[config.mk]
export PLATFORM = sky130hd
export DESIGN_NAME = banderin_control_flat
export DESIGN_NICKNAME = d
export VERILOG_FILES = /design/src/rtl/banderin_if.sv /design/src/rtl/banderin_control.sv /design/src/flat_wrapper.sv
export SDC_FILE = /design/constraint.sdc
export NUM_CORES = 1
export LEC_CHECK = 0
export BUFFER_PORTS_ARGS = -buffer_cell sky130_fd_sc_hd__buf_2
export CAP_MARGIN = 20
export CORE_MARGIN = 2
export CORE_UTILIZATION = 28
export CTS_CLUSTER_SIZE = 40
export DETAILED_ROUTE_END_ITERATION = 8
export PLACE_DENSITY = 0.5
export SYNTH_ARGS = -nofsm -noshare
export SYNTH_HDL_FRONTEND = slang
export SYNTH_SLANG_ARGS = --single-unit
export TNS_END_PERCENT = 1
[constraint.sdc]
create_clock -name clk -period 2.3 [get_ports clk]
set_input_delay 0.23 -clock clk [delete_from_list [all_inputs] [get_ports clk]]
set_output_delay 0.23 -clock clk [all_outputs]
set_load 0.01 [all_outputs]
[src/rtl/banderin_if.sv]
// Signal bundle between the race-flag controller and its surroundings:
// three raw push-button/photogate inputs in, flag/race status out.
interface banderin_if;
  logic       btn_start;
  logic       btn_abort;
  logic       sensor_meta;
  logic       comando_banderin;
  logic       carrera_activa;
  logic       carrera_fin;
  logic [1:0] estado;

  // Environment side: drives the raw inputs, observes the controller.
  modport master (
    output btn_start, btn_abort, sensor_meta,
    input  comando_banderin, carrera_activa, carrera_fin, estado
  );

  // Controller side.
  modport slave (
    input  btn_start, btn_abort, sensor_meta,
    output comando_banderin, carrera_activa, carrera_fin, estado
  );
endinterface

[src/rtl/banderin_control.sv]
// Race start/finish flag controller. Synchronizes and debounces the start
// button, abort button and finish-line photogate, turns their rising edges
// into single-cycle events and sequences the flag through
// IDLE -> SUBIENDO (flag raised, hold) -> CARRERA (timing) -> FIN (flag
// lowered, hold) -> IDLE.
module banderin_control #(
  parameter int DEBOUNCE_CLKS = 250_000,
  parameter int HOLD_CLKS     = 50_000_000
) (
  input  logic      clk,
  input  logic      reset,
  banderin_if.slave bus
);

  localparam int DB_W   = (DEBOUNCE_CLKS > 1) ? $clog2(DEBOUNCE_CLKS) : 1;
  localparam int HOLD_W = (HOLD_CLKS > 1) ? $clog2(HOLD_CLKS) : 1;
  localparam logic [DB_W-1:0]   DB_LAST   = DB_W'(DEBOUNCE_CLKS - 1);
  localparam logic [HOLD_W-1:0] HOLD_LAST = HOLD_W'(HOLD_CLKS - 1);

  typedef enum logic [1:0] {
    IDLE     = 2'b00,
    SUBIENDO = 2'b01,
    CARRERA  = 2'b10,
    FIN      = 2'b11
  } state_t;

  // Channel order: 0 = start, 1 = abort, 2 = meta.
  logic [2:0]      raw;
  logic [2:0]      sync1, sync2;
  logic [2:0]      deb, deb_q;
  logic [DB_W-1:0] db_cnt [3];

  logic start_ev, abort_ev, meta_ev;

  state_t            state;
  logic [HOLD_W-1:0] hold_cnt;
  logic              comando_q, activa_q, fin_q;

  assign raw = {bus.sensor_meta, bus.btn_abort, bus.btn_start};

  // Two-flop synchronizer for each asynchronous input.
  always_ff @(posedge clk) begin
    // NOTE: every register uses non-blocking assignment so all flops update
    // from pre-edge values; blocking here would collapse the two stages.
    if (reset) begin
      sync1 <= '0;
      sync2 <= '0;
    end else begin
      sync1 <= raw;
      sync2 <= sync1;
    end
  end

  // Per-channel debouncer: level follows the synced input only after it
  // has differed for DEBOUNCE_CLKS consecutive cycles.
  always_ff @(posedge clk) begin
    if (reset) begin
      deb   <= '0;
      deb_q <= '0;
      // NOTE: the counter array is a handful of flops, not a RAM, so it is
      // cleared on reset like any other register.
      for (int i = 0; i < 3; i++) db_cnt[i] <= '0;
    end else begin
      deb_q <= deb;
      for (int i = 0; i < 3; i++) begin
        if (sync2[i] == deb[i]) begin
          db_cnt[i] <= '0;
        end else if (db_cnt[i] == DB_LAST) begin
          deb[i]    <= sync2[i];
          db_cnt[i] <= '0;
        end else begin
          db_cnt[i] <= db_cnt[i] + DB_W'(1);
        end
      end
    end
  end

  // Rising edges of the debounced levels; falling edges are ignored.
  assign start_ev = deb[0] & ~deb_q[0];
  assign abort_ev = deb[1] & ~deb_q[1];
  assign meta_ev  = deb[2] & ~deb_q[2];

  // Flag sequencer with registered outputs; abort beats start and meta.
  always_ff @(posedge clk) begin
    if (reset) begin
      state     <= IDLE;
      hold_cnt  <= '0;
      comando_q <= 1'b0;
      activa_q  <= 1'b0;
      fin_q     <= 1'b0;
    end else begin
      fin_q <= 1'b0;
      if (abort_ev) begin
        // Also swallows a coincident start while already idle.
        state     <= IDLE;
        comando_q <= 1'b0;
        activa_q  <= 1'b0;
      end else begin
        case (state)
          IDLE: begin
            if (start_ev) begin
              state     <= SUBIENDO;
              hold_cnt  <= '0;
              comando_q <= 1'b1;
              activa_q  <= 1'b1;
            end
          end
          SUBIENDO: begin
            if (hold_cnt == HOLD_LAST) state <= CARRERA;
            else hold_cnt <= hold_cnt + HOLD_W'(1);
          end
          CARRERA: begin
            if (meta_ev) begin
              state     <= FIN;
              hold_cnt  <= '0;
              comando_q <= 1'b0;
              activa_q  <= 1'b0;
              fin_q     <= 1'b1;
            end
          end
          FIN: begin
            if (hold_cnt == HOLD_LAST) state <= IDLE;
            else hold_cnt <= hold_cnt + HOLD_W'(1);
          end
          default: state <= IDLE;
        endcase
      end
    end
  end

  assign bus.comando_banderin = comando_q;
  assign bus.carrera_activa   = activa_q;
  assign bus.carrera_fin      = fin_q;
  assign bus.estado           = state;

endmodule

[src/flat_wrapper.sv]
// flat-port wrapper written by rule: the top's interface ports become plain ports
module banderin_control_flat 
#(
  parameter int DEBOUNCE_CLKS = 250_000,
  parameter int HOLD_CLKS     = 50_000_000
)
  (clk, reset, bus_btn_start, bus_btn_abort, bus_sensor_meta, bus_comando_banderin, bus_carrera_activa, bus_carrera_fin, bus_estado);
  banderin_if bus_i ();
  input  logic clk;
  input  logic reset;
  input wire logic [$bits(bus_i.btn_start)-1:0] bus_btn_start;
  input wire logic [$bits(bus_i.btn_abort)-1:0] bus_btn_abort;
  input wire logic [$bits(bus_i.sensor_meta)-1:0] bus_sensor_meta;
  output wire logic [$bits(bus_i.comando_banderin)-1:0] bus_comando_banderin;
  output wire logic [$bits(bus_i.carrera_activa)-1:0] bus_carrera_activa;
  output wire logic [$bits(bus_i.carrera_fin)-1:0] bus_carrera_fin;
  output wire logic [$bits(bus_i.estado)-1:0] bus_estado;
  assign bus_i.btn_start = bus_btn_start;
  assign bus_i.btn_abort = bus_btn_abort;
  assign bus_i.sensor_meta = bus_sensor_meta;
  assign bus_comando_banderin = bus_i.comando_banderin;
  assign bus_carrera_activa = bus_i.carrera_activa;
  assign bus_carrera_fin = bus_i.carrera_fin;
  assign bus_estado = bus_i.estado;
  banderin_control #(.DEBOUNCE_CLKS(DEBOUNCE_CLKS), .HOLD_CLKS(HOLD_CLKS)) u_core (.clk(clk), .reset(reset), .bus(bus_i));
endmodule
==> results of run 1 <==
state kept, by name, indices dropped and copies added (netlist names):
signal,cells
u_core.sync2,3
u_core.deb_q,3
u_core.bus.comando_banderin,1
u_core.hold_cnt,26
u_core.db_cnt,54
u_core.bus.estado,2
u_core.bus.carrera_fin,1
u_core.sync1,3
u_core.deb,3
per-stage QoR:
step	instances	setup WS [ps]	hold WS (ps)	total power [mW]
after floorplan	573	252	358	2.18
after global placement	813	214	424	2.29
after detailed placement	813	129	427	2.30
after CTS	829	114	70.8	3.73
after global routing	829	11.2	90.4	3.85
final	829	214	85.0	3.68
worst min path at each step:
stage / from / end / slack (ps) / depth (start not counted)
final: bus_btn_abort / u_core.sync1[1] / 90 / 2
after global routing: bus_btn_start / u_core.sync1[0] / 90 / 2
after CTS: bus_btn_abort / u_core.sync1[1] / 70 / 2
after detailed placement: u_core.sync1[1] / u_core.sync2[1] / 430 / 1
after global placement: u_core.sync1[2] / u_core.sync2[2] / 420 / 1
after floorplan: bus_btn_start / u_core.sync1[0] / 360 / 1
per-layer routing:
| metal | wire length, um | share of wire | GRT usage |
|---|---|---|---|
| met5 | 0 | 0 | 0 |
| met4 | 140 | 0.014 | 0.0354 |
| met3 | 323 | 0.032 | 0.0312 |
| met2 | 4630 | 0.46 | 0.173 |
| met1 | 5050 | 0.50 | 0.142 |
power by group through the flow:
stage / clock network, mW / logic, mW / registers, mW
after global routing: 1.54 / 0.388 / 1.92
after detailed placement: 0 / 0.339 / 1.96
final: 1.41 / 0.349 / 1.92
after CTS: 1.47 / 0.340 / 1.92
after floorplan: 0 / 0.234 / 1.95
after global placement: 0 / 0.337 / 1.95
cell families after synthesis:
| family | share of synthesized area |
|---|---|
| flops | 0.489 |
| simple gates | 0.275 |
| mux | 0.0122 |
| fa+ha+maj | 0.0199 |
| xor+xnor | 0.0939 |
| other cells | 0.000744 |
| buf+inv | 0.0330 |
| compound gates | 0.0765 |
layout make-up:
type,instances,share of cell area
tap,229,0.0484
clock buffer,11,0.0393
multi-input combinational,440,0.442
sequential,96,0.416
timing repair buffer,29,0.0351
inverter,19,0.0120
clock inverter,5,0.00698
critical path: stages (launching register included):
cell     delay [ps]
dfxtp_1         370
inv_1           110
ha_1            260
inv_1           130
o221a_4         280
nand2_1         180
or4_1           530
a21oi_1         150
cell usage in the layout (no fill, tap or decap), types with 4 or more instances in the layout:
cell       count
a31oi_1        6
edfxtp_1      54
nor3_1        14
xor2_1        23
nor4_1        10
and4_1         7
nor4b_1        4
nand2_1       35
buf_4         19
nand2b_1       5
o21ai_0       11
buf_2          9
and3_1        10
nand3_1       27
or4_1          8
ha_1           8
nor2b_1       12
inv_1         19
xnor2_1       31
nand4_1       21
o211ai_1       7
dfxtp_1       42
conb_1        54
mux2i_1        5
or3_1          6
a21oi_1       15
nor2_1        83
clkbuf_16      9
==> results_dict.tcl, run 1 <==
set metrics [dict create \
    nNetsFinal 608 \
    peakVddDrop_uv 387 \
    place_area_um2 5640 \
    final_util 0.333 \
    grt_pass1_wl_um 17200 \
    fin_skew_ps 9.45 \
    die_h_um 138 \
    syn_to_final_growth_pct 17.5 \
    multiInputGateArea_um2 2620 \
    required_ps 2580 \
    end_kind "flip-flop" \
    antenna_found_initial 0 \
    design.core.area_um2 17800 \
    crit_path_start_kind "flip-flop" \
    layout-drive-gt1-share 0.0900 \
    yosys_warnings 0 \
    clkPwrFrac 0.384 \
    post-route-min-period_ps 2090 \
    slew-limit-headroom 0.612 \
    p_int_mw 2.74 \
    dp_hpwl_um 7300 \
    start_util 0.283 \
    vias 3891 \
    powerDensity_nw_per_um2 621 \
    crit_fanout 10 \
    grt_max_degree 28 \
    rows 49 \
    tritoncts "yes" \
    cts_made_buffers 9 \
    switching_share 0.254 \
    synth.most_common_cell "nor2_1" \
    via_per_inst 4.69 \
    max_freq_ghz 0.479 \
    r2r_slack_ps 210 \
    wire_per_inst_um 12.2 \
    dieWidth_um 138 \
    cts_setup_buffers 0 \
    ys_seq_elements 96 \
    critical_path_arrival_ps 2370 \
    p_seq_frac 0.521 \
    p_comb_frac 0.095 \
    r2r_end "u_core.hold_cnt[10]" \
    p_sw_mw 0.932 \
    reg2reg_depth 7 \
    dieArea_um2 19100 \
    detail_route.iter0.violations 173 \
    clk_path_buf_depth 2 \
    seq_area_frac_synth 0.489 \
    clk_pin_slew_worst_paths_ps 70 \
    finalCritPeriodShare 0.907 \
    hold_viol 0 \
    num_io_pins 10 \
    antenna_cells 0 \
    critPathKind "flip-flop to flip-flop" \
    ctsHoldBuffers 0 \
    first_pass_iters 4 \
    reg2reg_from "u_core.bus.estado[0]" \
    setup_viol 0 \
    grtUsageTotal 0.108 \
    drc 0 \
    synth_area_um2 5040 \
    yosys-top-cells-count "nor2_1, edfxtp_1, dfxtp_1" \
    syn_inst 520 \
    setup_tns_ps 0 \
    ant_nets 0 \
    grt_pass1_vias 3709 \
    place_congestion 0.774 \
    clock_latency_ps 350 \
    synth_top_cell_by_area "edfxtp_1" \
    p_leak_nw 2.05 \
    grt_overflow 0 \
    synthDistinctLibCells 54 \
    status "finished, final reports clean" \
    port_buffers 9 \
    crit_path_end "u_core.hold_cnt[10]" \
    postLayoutCellArea_um2 5920 \
    wirelength_um 10100 \
    fillers 1876 \
    crit_start "u_core.bus.estado[0]" \
    worst-slew-pin-transition_ps 577 \
    maxCapViolations 0 \
    regArea_um2 2460 \
    finalMaxSlewViolations 0 \
    cts_resized 0 \
    hold_path.class "input port to flip-flop" \
    synth_area_leaders "edfxtp_1, dfxtp_1, nor2_1, xnor2_1, xor2_1" \
    htreeDepth 3 \
    cts.sinks 96 \
    synthArstFlopShare 0 \
    synth_edf_count 54 \
    synth_top_cell_area_share 0.322 \
    rsz0062_at_grt "false" \
    postSynthAreaPerCell_um2 9.69 \
    clock_tree.root_cell "clkbuf_16" \
    synth-main-ff-cell "edfxtp_1" \
]
Power figures use the tool's default switching activity.
==> run 2, diff against run 1 <==
--- a/config.mk
+++ b/config.mk
@@ -6,11 +6,11 @@
 export NUM_CORES = 1
 export LEC_CHECK = 0
-export BUFFER_PORTS_ARGS = -buffer_cell sky130_fd_sc_hd__buf_2
-export CAP_MARGIN = 20
+export CAP_MARGIN = 30
 export CORE_MARGIN = 2
 export CORE_UTILIZATION = 28
 export CTS_CLUSTER_SIZE = 40
 export DETAILED_ROUTE_END_ITERATION = 8
-export PLACE_DENSITY = 0.5
+export DONT_BUFFER_PORTS = 1
+export PLACE_DENSITY = 0.49
 export SYNTH_ARGS = -nofsm -noshare
 export SYNTH_HDL_FRONTEND = slang
==> constraint.sdc (replaced) <==
create_clock -name clk -period 2.3 [get_ports clk]
set_input_delay 0.23 -clock clk [delete_from_list [all_inputs] [get_ports clk]]
set_output_delay 0.23 -clock clk [all_outputs]
set_load 0.05 [all_outputs]
==> results_dict.tcl, run 2 (synthesized netlist as in run 1, its figures left out) <==
set metrics [dict create \
    status "finished, final reports clean" \
    top_register "u_core.db_cnt" \
    rows 49 \
    port_buffers 0 \
    reg.largest.list "u_core.db_cnt: 54 flops, u_core.hold_cnt: 26 flops" \
    dieWidth_um 138 \
    nNetsFinal 603 \
    layout-drive-gt1-share 0.0773 \
    drc 0 \
    crit_fanout 10 \
    detail_route.iter0.violations 157 \
    multiInputGateArea_um2 2620 \
    antenna_found_initial 0 \
    tritoncts "yes" \
    grtUsageTotal 0.118 \
    fillers 1849 \
    clk_path_buf_depth 2 \
    cts.sinks 96 \
    dieArea_um2 19100 \
    setup_tns_ps 0 \
    design.core.area_um2 17800 \
    critPathKind "flip-flop to flip-flop" \
    maxCapViolations 0 \
    syn_to_final_growth_pct 18.9 \
    powerDensity_nw_per_um2 682 \
    hold_viol 0 \
    totalPowerFinal_mw 4.09 \
    place_congestion 0.777 \
    r2r_end "u_core.hold_cnt[7]" \
    peakVddDrop_uv 401 \
    critPathBufInv 0 \
    finalMaxSlewViolations 0 \
    worst-slew-pin-transition_ps 803 \
    crit_path_start_kind "flip-flop" \
    hp-start "reset" \
    largest_reg_flops 54 \
    regArea_um2 2460 \
    reg2reg_from "u_core.hold_cnt[0]" \
    via_per_inst 4.75 \
    max_freq_ghz 0.479 \
    worstPathCellList "ha_1 -> nand3_1 -> or3_1 -> a2111o_1 -> o311ai_1" \
    slowest_stage "or3_1" \
    dp_hpwl_um 7520 \
    grt_max_degree 26 \
    rsz0062_at_grt "false" \
    clk_pin_slew_worst_paths_ps 70 \
    clock_latency_ps 360 \
    hold_path.class "input port to flip-flop" \
    vias 3914 \
    min_path_cells 1 \
    grt_pass1_wl_um 18600 \
    slew-limit-headroom 0.465 \
    num_io_pins 10 \
    dp_slack_ps 114 \
    required_ps 2560 \
    htreeDepth 3 \
    layout_commonest_cell "nor2_1" \
    antenna_cells 0 \
    cts_made_buffers 9 \
    first_pass_iters 5 \
    cp_slowest_stage_delay_ps 560 \
    wire_per_inst_um 13.0 \
    setup_viol 0 \
    setup_slack_ps 211 \
    grt_pass1_vias 3851 \
    end_kind "flip-flop" \
    hold-path-endpoint "u_core.hold_cnt[7]" \
    critical_path_arrival_ps 2350 \
    p_leak_nw 2.07 \
    r2r_slack_ps 210 \
    fin_skew_ps 10.5 \
    critPathTopFamily "simple AND/OR/NAND/NOR gates" \
    die_h_um 138 \
    start_util 0.283 \
    post-route-min-period_ps 2090 \
    wirelength_um 10700 \
    reg2reg_depth 5 \
    clock_tree.root_cell "clkbuf_16" \
    finalCritPeriodShare 0.908 \
    grt_overflow 0 \
    final_cell_mix "nor2_1, edfxtp_1, conb_1, dfxtp_1, nand2_1" \
    ant_nets 0 \
]
[run 2: cell count changes in the layout (fill, tap and decap cells not counted), sizes merged]
cell / delta
buf: -10
clkinv: -1
clkinvlp: -1
dlygate4sd3: +4
bufinv: +3
[run 2: per-stage QoR]
| stage | util | instance area (um2) | hold slack [ps] | instances |
|---|---|---|---|---|
| floorplan | - | 5240 | 358 | 573 |
| global placement | 0.313 | 5570 | 308 | 803 |
| detailed placement | 0.313 | 5570 | 306 | 803 |
| CTS | 0.335 | 5960 | 3.41 | 823 |
| global route | 0.337 | 5990 | 12.3 | 824 |
| finish | 0.337 | 5990 | 23.9 | 824 |
[run 2: cell type report]
class | instances | share of cell area
Clock buffer | 10 | 0.0382
Sequential cell | 96 | 0.411
Clock inverter | 6 | 0.0192
Multi-Input combinational cell | 440 | 0.437
Timing Repair Buffer | 24 | 0.0347
Tap cell | 229 | 0.0478
Inverter | 19 | 0.0119
[run 2: worst max-delay path by stage]
stage                         start             endpoint  slack, ps  cells past startpoint
6_report         u_core.hold_cnt[0]   u_core.hold_cnt[7]        210                      5
5_1_grt          u_core.hold_cnt[0]  u_core.hold_cnt[22]          1                      6
4_1_cts        u_core.bus.estado[0]  u_core.hold_cnt[10]         70                      7
3_5_place_dp   u_core.bus.estado[0]  u_core.hold_cnt[10]        110                      7
3_3_place_gp     u_core.hold_cnt[0]   u_core.hold_cnt[7]        160                      5
2_1_floorplan  u_core.bus.estado[0]  u_core.hold_cnt[11]         80                      8
[run 2: per-layer routing]
layer	vias up	GRT usage	wire length, um
li1	1973	-	-
met1	1879	0.150	5130
met2	48	0.193	5020
met3	14	0.0270	380
met4	0	0.0521	210
met5	-	0	0
[run 2: power by group]
part           switching [mW]  internal (mW)  leakage, nW
combinational           0.260          0.143         1.00
sequential             0.0515           1.86        0.897
clock                   0.693           1.07        0.169
[run 2: repair_timing]
action	4_1_cts	5_1_grt
gates resized for setup	0	1
hold endpoints to repair	25	0
endpoints found under the setup margin	0	2
hold buffers	4	0
setup buffers	0	0
